$ cat src/rtl/fc_rd_resp.sv
// rtl/fc_rd_resp.sv - read responder: AR queue, SRAM beat engine, registered R channel
// Optional R-channel backpressure with skid buffer: define FC_RD_RESP_RREADY_EN.
`timescale 1ns/1ps
module fc_rd_resp #(
   parameter int ADDR_W   = 28,
   parameter int DATA_W   = 32,
   parameter int AQ_DEPTH = 4
) (
   input  logic              clk,
   input  logic              rst_n,
   input  logic              NrcBus_arvalid,
   input  logic [3:0]        NrcBus_aruserid,
   input  logic [3:0]        NrcBus_arlen,
   input  logic              NrcBus_aruserap,
   input  logic [ADDR_W-1:0] NrcBus_araddr,
   output logic              BusNrc_arready,
`ifdef FC_RD_RESP_RREADY_EN
   input  logic              BusNrc_rready,
`endif
   output logic              BusNrc_rvalid,
   output logic              BusNrc_rlast,
   output logic [3:0]        BusNrc_rid,
   output logic [DATA_W-1:0] BusNrc_rdata,
   output logic              mem_rd_en,
   output logic [ADDR_W-1:0] mem_rd_addr,
   input  logic [DATA_W-1:0] mem_rd_data,
   output logic              busy
);

   localparam int QP_W = $clog2(AQ_DEPTH);
   localparam logic [QP_W:0] Q_FULL = (QP_W+1)'(AQ_DEPTH);

   typedef enum logic {IDLE, ISSUE} state_t;

   // AR queue
   logic [3:0]        q_id   [AQ_DEPTH];
   logic [3:0]        q_len  [AQ_DEPTH];
   logic              q_ap   [AQ_DEPTH];
   logic [ADDR_W-1:0] q_addr [AQ_DEPTH];
   logic [QP_W-1:0]   q_wr, q_rd;
   logic [QP_W:0]     q_cnt;
   logic              q_empty, q_full, push, pop, rdy_q;

   assign q_empty        = (q_cnt == '0);
   assign q_full         = (q_cnt == Q_FULL);
   assign BusNrc_arready = !q_full && rdy_q;
   assign push           = NrcBus_arvalid && BusNrc_arready;

   always_ff @(posedge clk or negedge rst_n) begin
      if (!rst_n) begin
         rdy_q <= 1'b0;
         q_wr  <= '0;
         q_rd  <= '0;
         q_cnt <= '0;
      end else begin
         rdy_q <= 1'b1;
         if (push) q_wr <= q_wr + 1'b1;
         if (pop)  q_rd <= q_rd + 1'b1;
         case ({push, pop})
            2'b10:   q_cnt <= q_cnt + 1'b1;
            2'b01:   q_cnt <= q_cnt - 1'b1;
            default: ;
         endcase
      end
   end

   always_ff @(posedge clk) begin
      if (push) begin
         q_id[q_wr]   <= NrcBus_aruserid;
         q_len[q_wr]  <= NrcBus_arlen;
         q_ap[q_wr]   <= NrcBus_aruserap;
         q_addr[q_wr] <= NrcBus_araddr;
      end
   end

   // Beat engine
   state_t            state, state_d;
   logic [ADDR_W-1:0] addr_c;
   logic [3:0]        beats_left, id_c;
   logic              ap_c, load, issue, stall;
   logic              s1_valid, s1_last;
   logic [3:0]        s1_id;

   always_comb begin
      state_d = state;
      pop     = 1'b0;
      load    = 1'b0;
      issue   = 1'b0;
      case (state)
         IDLE: begin
            if (!q_empty) begin
               pop     = 1'b1;
               load    = 1'b1;
               state_d = ISSUE;
            end
         end
         ISSUE: begin
            if (!stall) begin
               issue = 1'b1;
               if (beats_left == 4'd0) begin
                  if (!q_empty) begin
                     pop  = 1'b1;
                     load = 1'b1;
                  end else begin
                     state_d = IDLE;
                  end
               end
            end
         end
         default: state_d = IDLE;
      endcase
   end

   always_ff @(posedge clk or negedge rst_n) begin
      if (!rst_n) begin
         state      <= IDLE;
         addr_c     <= '0;
         beats_left <= '0;
         id_c       <= '0;
         ap_c       <= 1'b0;
         s1_valid   <= 1'b0;
         s1_last    <= 1'b0;
         s1_id      <= '0;
      end else begin
         state <= state_d;
         if (load) begin
            addr_c     <= q_addr[q_rd];
            beats_left <= q_len[q_rd];
            id_c       <= q_id[q_rd];
            ap_c       <= q_ap[q_rd];
         end else if (issue) begin
            if (ap_c) addr_c <= addr_c + 1'b1;
            beats_left <= beats_left - 1'b1;
         end
         // Tag rides alongside the SRAM read so it lines up with mem_rd_data
         s1_valid <= issue;
         s1_last  <= (beats_left == 4'd0);
         s1_id    <= id_c;
      end
   end

   assign mem_rd_en   = issue;
   assign mem_rd_addr = addr_c;

`ifdef FC_RD_RESP_RREADY_EN
   // Skid buffer: out register plus two entries covers every read already issued
   localparam int SK_W = DATA_W + 5;
   logic [SK_W-1:0] sk_mem [2];
   logic            sk_wr, sk_rd, sk_has, sk_push, sk_pop, out_load, src_valid;
   logic [1:0]      sk_cnt;
   logic [2:0]      occ;
   logic [SK_W-1:0] src;

   assign occ       = 3'(s1_valid) + 3'(sk_cnt) + 3'(BusNrc_rvalid);
   assign stall     = (occ > 3'd2);
   assign sk_has    = (sk_cnt != 2'd0);
   assign out_load  = !BusNrc_rvalid || BusNrc_rready;
   assign sk_push   = s1_valid && (sk_has || !out_load);
   assign sk_pop    = out_load && sk_has;
   assign src       = sk_has ? sk_mem[sk_rd] : {s1_id, s1_last, mem_rd_data};
   assign src_valid = sk_has || s1_valid;

   always_ff @(posedge clk) begin
      if (sk_push) sk_mem[sk_wr] <= {s1_id, s1_last, mem_rd_data};
   end

   always_ff @(posedge clk or negedge rst_n) begin
      if (!rst_n) begin
         sk_wr         <= 1'b0;
         sk_rd         <= 1'b0;
         sk_cnt        <= 2'd0;
         BusNrc_rvalid <= 1'b0;
         BusNrc_rlast  <= 1'b0;
         BusNrc_rid    <= '0;
         BusNrc_rdata  <= '0;
      end else begin
         if (sk_push) sk_wr <= ~sk_wr;
         if (sk_pop)  sk_rd <= ~sk_rd;
         case ({sk_push, sk_pop})
            2'b10:   sk_cnt <= sk_cnt + 1'b1;
            2'b01:   sk_cnt <= sk_cnt - 1'b1;
            default: ;
         endcase
         if (out_load) begin
            BusNrc_rvalid <= src_valid;
            BusNrc_rlast  <= src_valid && src[DATA_W];
            if (src_valid) begin
               BusNrc_rid   <= src[DATA_W+4:DATA_W+1];
               BusNrc_rdata <= src[DATA_W-1:0];
            end
         end
      end
   end

   assign busy = !q_empty || (state == ISSUE) || s1_valid || BusNrc_rvalid || sk_has;
`else
   assign stall = 1'b0;

   always_ff @(posedge clk or negedge rst_n) begin
      if (!rst_n) begin
         BusNrc_rvalid <= 1'b0;
         BusNrc_rlast  <= 1'b0;
         BusNrc_rid    <= '0;
         BusNrc_rdata  <= '0;
      end else begin
         BusNrc_rvalid <= s1_valid;
         BusNrc_rlast  <= s1_valid && s1_last;
         if (s1_valid) begin
            BusNrc_rid   <= s1_id;
            BusNrc_rdata <= mem_rd_data;
         end
      end
   end

   assign busy = !q_empty || (state == ISSUE) || s1_valid || BusNrc_rvalid;
`endif

endmodule

$ cat config.mk
export PLATFORM = sky130hd
export DESIGN_NAME = fc_rd_resp
export DESIGN_NICKNAME = d
export VERILOG_FILES = /design/src/rtl/fc_rd_resp.sv
export SDC_FILE = /design/constraint.sdc
export NUM_CORES = 1
export LEC_CHECK = 0
export ABC_AREA = 1
export ABC_CLOCK_PERIOD_IN_PS = 4300
export CAP_MARGIN = 25
export CORE_ASPECT_RATIO = 1.2
export CORE_UTILIZATION = 40
export DETAILED_ROUTE_END_ITERATION = 16
export PLACE_DENSITY = 0.67
export RECOVER_POWER = 100
export SYNTH_ARGS = -nofsm -noshare
export SYNTH_HDL_FRONTEND = slang
export SYNTH_SLANG_ARGS = --single-unit
$ cat constraint.sdc
create_clock -name clk -period 4.3 [get_ports clk]
set_input_delay 0.86 -clock clk [delete_from_list [all_inputs] [get_ports clk]]
set_output_delay 0.86 -clock clk [all_outputs]
set_load 0.03 [all_outputs]
Word level (Yosys, flattened, before mapping)
Memory sizes are Yosys's and may differ from the RTL's. A register that Yosys moved wholly into a read port is not among the register bits.
Index checks and enable logic that the tools add are counted.
- $add $sub $neg: 6
- equal/unequal tests: 3
- mux-type cells: 14
- bitwise gates (word level): 1
- reductions and logical operators: 16
- operators by type and width (kind ; number):
    28-bit two-way mux ; 3
    28-bit by 1-bit adder with 28-bit output, second input constant ; 1
    4-bit two-way mux ; 2
    1-bit two-way mux ; 6
    3-bit case mux with 2 select lines ; 1
    2-bit nonzero test ; 3
    2-bit by 1-bit adder with 2-bit output, second input constant ; 2
    1-bit zero test ; 4
    4-bit zero test ; 1
    1-bit case mux with 2 select lines ; 2
    4-bit by 1-bit subtractor with 4-bit output, second input constant ; 1
    3-bit by 1-bit adder with 3-bit output, second input constant ; 1
    3-bit == test, second input constant ; 1
    1-bit logical AND ; 3
    3-bit zero test ; 1
    1-bit logical OR ; 3
    3-bit by 1-bit subtractor with 3-bit output, second input constant ; 1
    2-bit by 1-bit == test with 1-bit output, second input constant ; 1
    2-bit == test, second input constant ; 1
    2-bit AND reduction ; 1
    1-bit inverter ; 1
- register bits after elaboration: 85
- memory bits (writable): 148
- input bits: 72
- output and inout port bits: 69
- logic and storage cells: 58
- memories kept: 4
- memory list (name ; depth ; width ; rd ports ; clocked after Yosys merged registers in ; wr ports ; RTL line ; text):
    q_addr ; 4 ; 28 ; 1 ; 0 ; 1 ; 39 ; logic [ADDR_W-1:0] q_addr [AQ_DEPTH];
    q_id ; 4 ; 4 ; 1 ; 1 ; 1 ; 36 ; logic [3:0] q_id [AQ_DEPTH];
    q_len ; 4 ; 4 ; 1 ; 0 ; 1 ; 37 ; logic [3:0] q_len [AQ_DEPTH];
    q_ap ; 4 ; 1 ; 1 ; 1 ; 1 ; 38 ; logic q_ap [AQ_DEPTH];

Depth between registers and ports, before layout
- word-level depth: 6
- depth in mapped cells: 13
- depth with buffers taken out: 12

Least setup slack after synthesis
Ideal clock, no wire load.
- path type: register -> register
- start point: register q_cnt[0]
- end point: memory q_addr[0][0], enable pin
- arrival: 3240 ps
- data required time: 3869 ps
- setup slack: 629 ps
- cell stages (with the launch flop): 5
- path buffers: 0
- period minus slack after synthesis: 3671 ps
- path through: dfrtp_1 nor2_4 a21boi_0 nand2_1 nor2_1
- word-level cells in the longest chain between the ends: 6
- ends and longest elaborated chain (what ; RTL line ; text):
    from (decl) ; 41 ; logic [QP_W:0] q_cnt;
    from (signal assigned) ; 60 ; 2'b10: q_cnt <= q_cnt + 1'b1;
    from (signal assigned) ; 61 ; 2'b01: q_cnt <= q_cnt - 1'b1;
    3-bit == test ; 45 ; assign q_full = (q_cnt == Q_FULL);
    1-bit zero test ; 46 ; assign BusNrc_arready = !q_full && rdy_q;
    1-bit logical AND ; 46 ;
    net BusNrc_arready ; 16 ; output logic BusNrc_arready,
    1-bit logical AND ; 47 ; assign push = NrcBus_arvalid && BusNrc_arready;
    1-bit two-way mux ; 68 ; if (push) begin
    1-bit two-way mux (not written as such) ; 72 ; q_addr[q_wr] <= NrcBus_araddr;
    to (decl) ; 39 ;
The timed path passes the listed nets, and every way through them passes these cells.

Final worst setup path
- start point: register q_cnt[0]
- end point: memory q_addr[1][24], enable pin
- word-level cells in the longest chain between the ends: 6
- ends and longest elaborated chain (what ; RTL line):
    3-bit == test ; 45
    1-bit zero test ; 46
    1-bit logical AND ; 46
    1-bit logical AND ; 47
    1-bit two-way mux ; 68
    1-bit two-way mux (not written as such) ; 72
No other way between the ends.

==> run summary <==
post-layout util -> 50.8%
final hold viol count -> 0
routed via count -> 6839
most used flip-flop cell after synthesis -> edfxtp_1
Routed Antenna Nets -> 0
biggest area consumer among synthesized cells -> edfxtp_1
Setup crit start kind -> flop
H-tree depth -> 1
Slowest-stage cell, CP -> clkbuf_1
Avg Inst Size Synth -> 11.2 um^2
WS Path Type -> flop to flop
Cell Pwr Density -> 645 nW/um^2
largest net degree at the start of global routing -> 51
Post-synth EDFFs -> 148
area fraction of the dominant cell type after synthesis -> 43.6%
post-synth cell types -> 41
most frequent cell after synthesis -> nand2_1
CTS buffer count -> 24
largest stage delay on the critical path -> 1.74 ns
clock latency on the worst-skew pair -> 0.51 ns
CP Capture Point -> q_addr[1][24]
flops & latches, synth -> 238
CTS resizes -> 0
maximum clock path buffer count -> 3
hold_buf cts -> 0
Synth async-reset ratio -> 37.8%
Post-Route WL -> 21.8 mm
Pre-Repair DR Iteration Count -> 4
CTS tree -> built
via density per instance -> 4.91
Yosys warning count -> 0
detailed placement HPWL -> 14.0 mm
final worst-path cycle share -> 81.7%
reg2reg end -> q_addr[1][24]
Die Footprint -> 26100 um^2
R2R Setup Slk -> 0.79 ns
gr usage total -> 16.9%
Worst EP arrival -> 3.59 ns
critical-path cell list -> nor2_1 -> a21boi_0 -> nand2_1 -> nor2_4 -> clkbuf_1
maximum clock frequency -> 285 MHz
Avg WL per Cell -> 15.6 um
worst r2r path cells -> 5
port buffer count -> 140
Final Non-Filler Cells -> 1392
row count -> 63
Detailed Route Iter0 Violations -> 447
Hold/Removal Path Class -> flop to flop
vias in the first global route -> 6604
CTS sink cnt -> 238
setup TNS -> 0 ns
first-pass GRT wire length -> 34.5 mm
total grt overflow -> 0
die width -> 148 um
Worst EP required -> 4.38 ns
commonest cells in the netlist -> nand2_1 (164), nor2_1 (156), edfxtp_1 (148), dfrtp_1 (90), o21ai_0 (60)
Placed Instances -> 1347
Area contributors post-synth -> edfxtp_1 (44%), dfrtp_1 (22%), nand2_1 (6.0%), nor2_1 (5.7%), mux2_2 (4.0%)
GP Congestion -> 0.833
violations in the final reports -> max-capacitance violations, max-slew violations
root buffer cell -> clkbuf_16
initial antenna violation count -> 2
Core ar. -> 24800 um^2
Remaining DRCs -> 0
Setup crit end kind -> flop
Total Power -> 8130 uW
Placement Setup Slack -> 1.38 ns
worst-path fanout max -> 37
Slew Limit Fails -> 239
FF-to-FF Start -> q_cnt[0]
RSZ-0062 raised after global routing -> false
post-CTS setup buffer count -> 0
worst-margin pin slew -> 2.73 ns
crit path from -> q_cnt[0]
Post-Syn Nets -> 991
Leak Pwr -> 0.00491 uW
Slew headroom -> -82.2%
Die Span Y -> 177 um
layout cells sized above 1 -> 10.2%
post-synthesis cell area -> 10200 um^2
register area share after synthesis -> 65.7%
Clock Skews -> 0.00740 ns
Layout area overhead -> 23.7%
status -> complete, but fails checks
io pins -> 141
PnR worst setup slack -> 0.789 ns
synthesized instance count -> 910
Nets -> 1129
Max-cap violations -> 6
Initial Utilization -> 41.0%
Max VDD drop -> 0.310 mV
Setup violations, final -> 0
Clk pin slew, worst setup/hold paths -> 0.06 ns
minimum clock period -> 3.51 ns
==> kinds of logic (layout without fill, tap and decap cells) <==
kind of cell / Yosys count / count (layout) / synth area share [%]
adders and majority gates: 9 / 9 / 1.18
AOI/OAI and AO/OA: 125 / 125 / 6.64
xor gates and xnor gates: 14 / 14 / 1.28
buffers and inverters: 84 / 239 / 4.06
other: 1 / 3 / 0.0368
and+or+nand+nor: 403 / 403 / 17.1
DFF: 238 / 238 / 65.7
muxes: 36 / 36 / 3.98
==> per-layer routing <==
| layer | routed length (um) | track usage [%] | vias up |
|---|---|---|---|
| li1 | - | - | 3357 |
| met1 | 9320 | 21.2 | 3303 |
| met2 | 11000 | 30.3 | 155 |
| met3 | 1070 | 2.45 | 24 |
| met4 | 321 | 4.38 | 0 |
| met5 | 0 | 0 | - |
==> worst max-delay path, delay by kind of cell, from the launching register on <==
kind	cells	cell delay, ns
simple gates	3	0.66
buf+inv	1	1.74
flops	1	0.38
compound gates	1	0.27
==> per-stage QoR <==
| stage | cell area [um^2] | hold WS, ns |
|---|---|---|
| final | 12600 | 0.382 |
| after global routing | 12600 | 0.393 |
| after CTS | 12600 | 0.384 |
| after detailed placement | 11900 | 0.375 |
| after global placement | 11900 | 0.374 |
| after floorplan | 10200 | 0.354 |
==> placed cells by master (no fill, tap or decap), drive strengths merged, types with 2 or more instances in the layout <==
| master | instances |
|---|---|
| a21oi | 31 |
| a22oi | 2 |
| a31oi | 6 |
| buf | 6 |
| bufinv | 3 |
| clkbuf | 36 |
| clkdlybuf4s50 | 33 |
| clkinv | 8 |
| clkinvlp | 3 |
| dfrtp | 90 |
| diode | 2 |
| dlygate4sd3 | 106 |
| edfxtp | 148 |
| ha | 8 |
| inv | 44 |
| mux2 | 36 |
| nand2 | 177 |
| nand3 | 50 |
| nand3b | 2 |
| nor2 | 172 |
| o211ai | 4 |
| o21ai | 68 |
| o221ai | 3 |
| o22ai | 8 |
| xnor2 | 5 |
| xor2 | 9 |
==> cell type report <==
type                    count  area, um^2
diodes                      2        5.00
repair buffers            151        1460
flip-flops and latches    238        6700
clock buffers              30         644
inverters                  45         170
well taps                 325         407
clock inverters            13         138
fillers                  2211       12200
multi-input cells         588        3090
==> worst min-delay path by stage <==
stage                 start  endpoint  slack [ns]  cells past startpoint
floorplan           id_c[0]  s1_id[0]        0.35                      0
global placement    id_c[2]  s1_id[2]        0.37                      0
detailed placement  id_c[0]  s1_id[0]        0.38                      0
CTS                 id_c[0]  s1_id[0]        0.38                      0
global route        id_c[1]  s1_id[1]        0.39                      0
finish              id_c[0]  s1_id[0]        0.38                      0
==> report_power, final <==
part / switching, uW / leakage (uW) / total [uW] / internal (uW)
Combinational: 1880 / 0.00217 / 2850 / 965
Clock: 830 / 0.000374 / 2070 / 1240
Sequential: 331 / 0.00236 / 3220 / 2890
Total: 3040 / 0.00491 / 8130 / 5090
==> state kept, by name (all words and copies together) (netlist names), 2 cells and up <==
| register | flops |
|---|---|
| q_id | 16 |
| q_ap | 4 |
| id_c | 4 |
| BusNrc_rdata | 32 |
| mem_rd_addr | 28 |
| q_cnt | 3 |
| q_len | 16 |
| s1_id | 4 |
| q_rd | 2 |
| q_wr | 2 |
| BusNrc_rid | 4 |
| beats_left | 4 |
| q_addr | 112 |
Power figures use the tool's default switching activity.
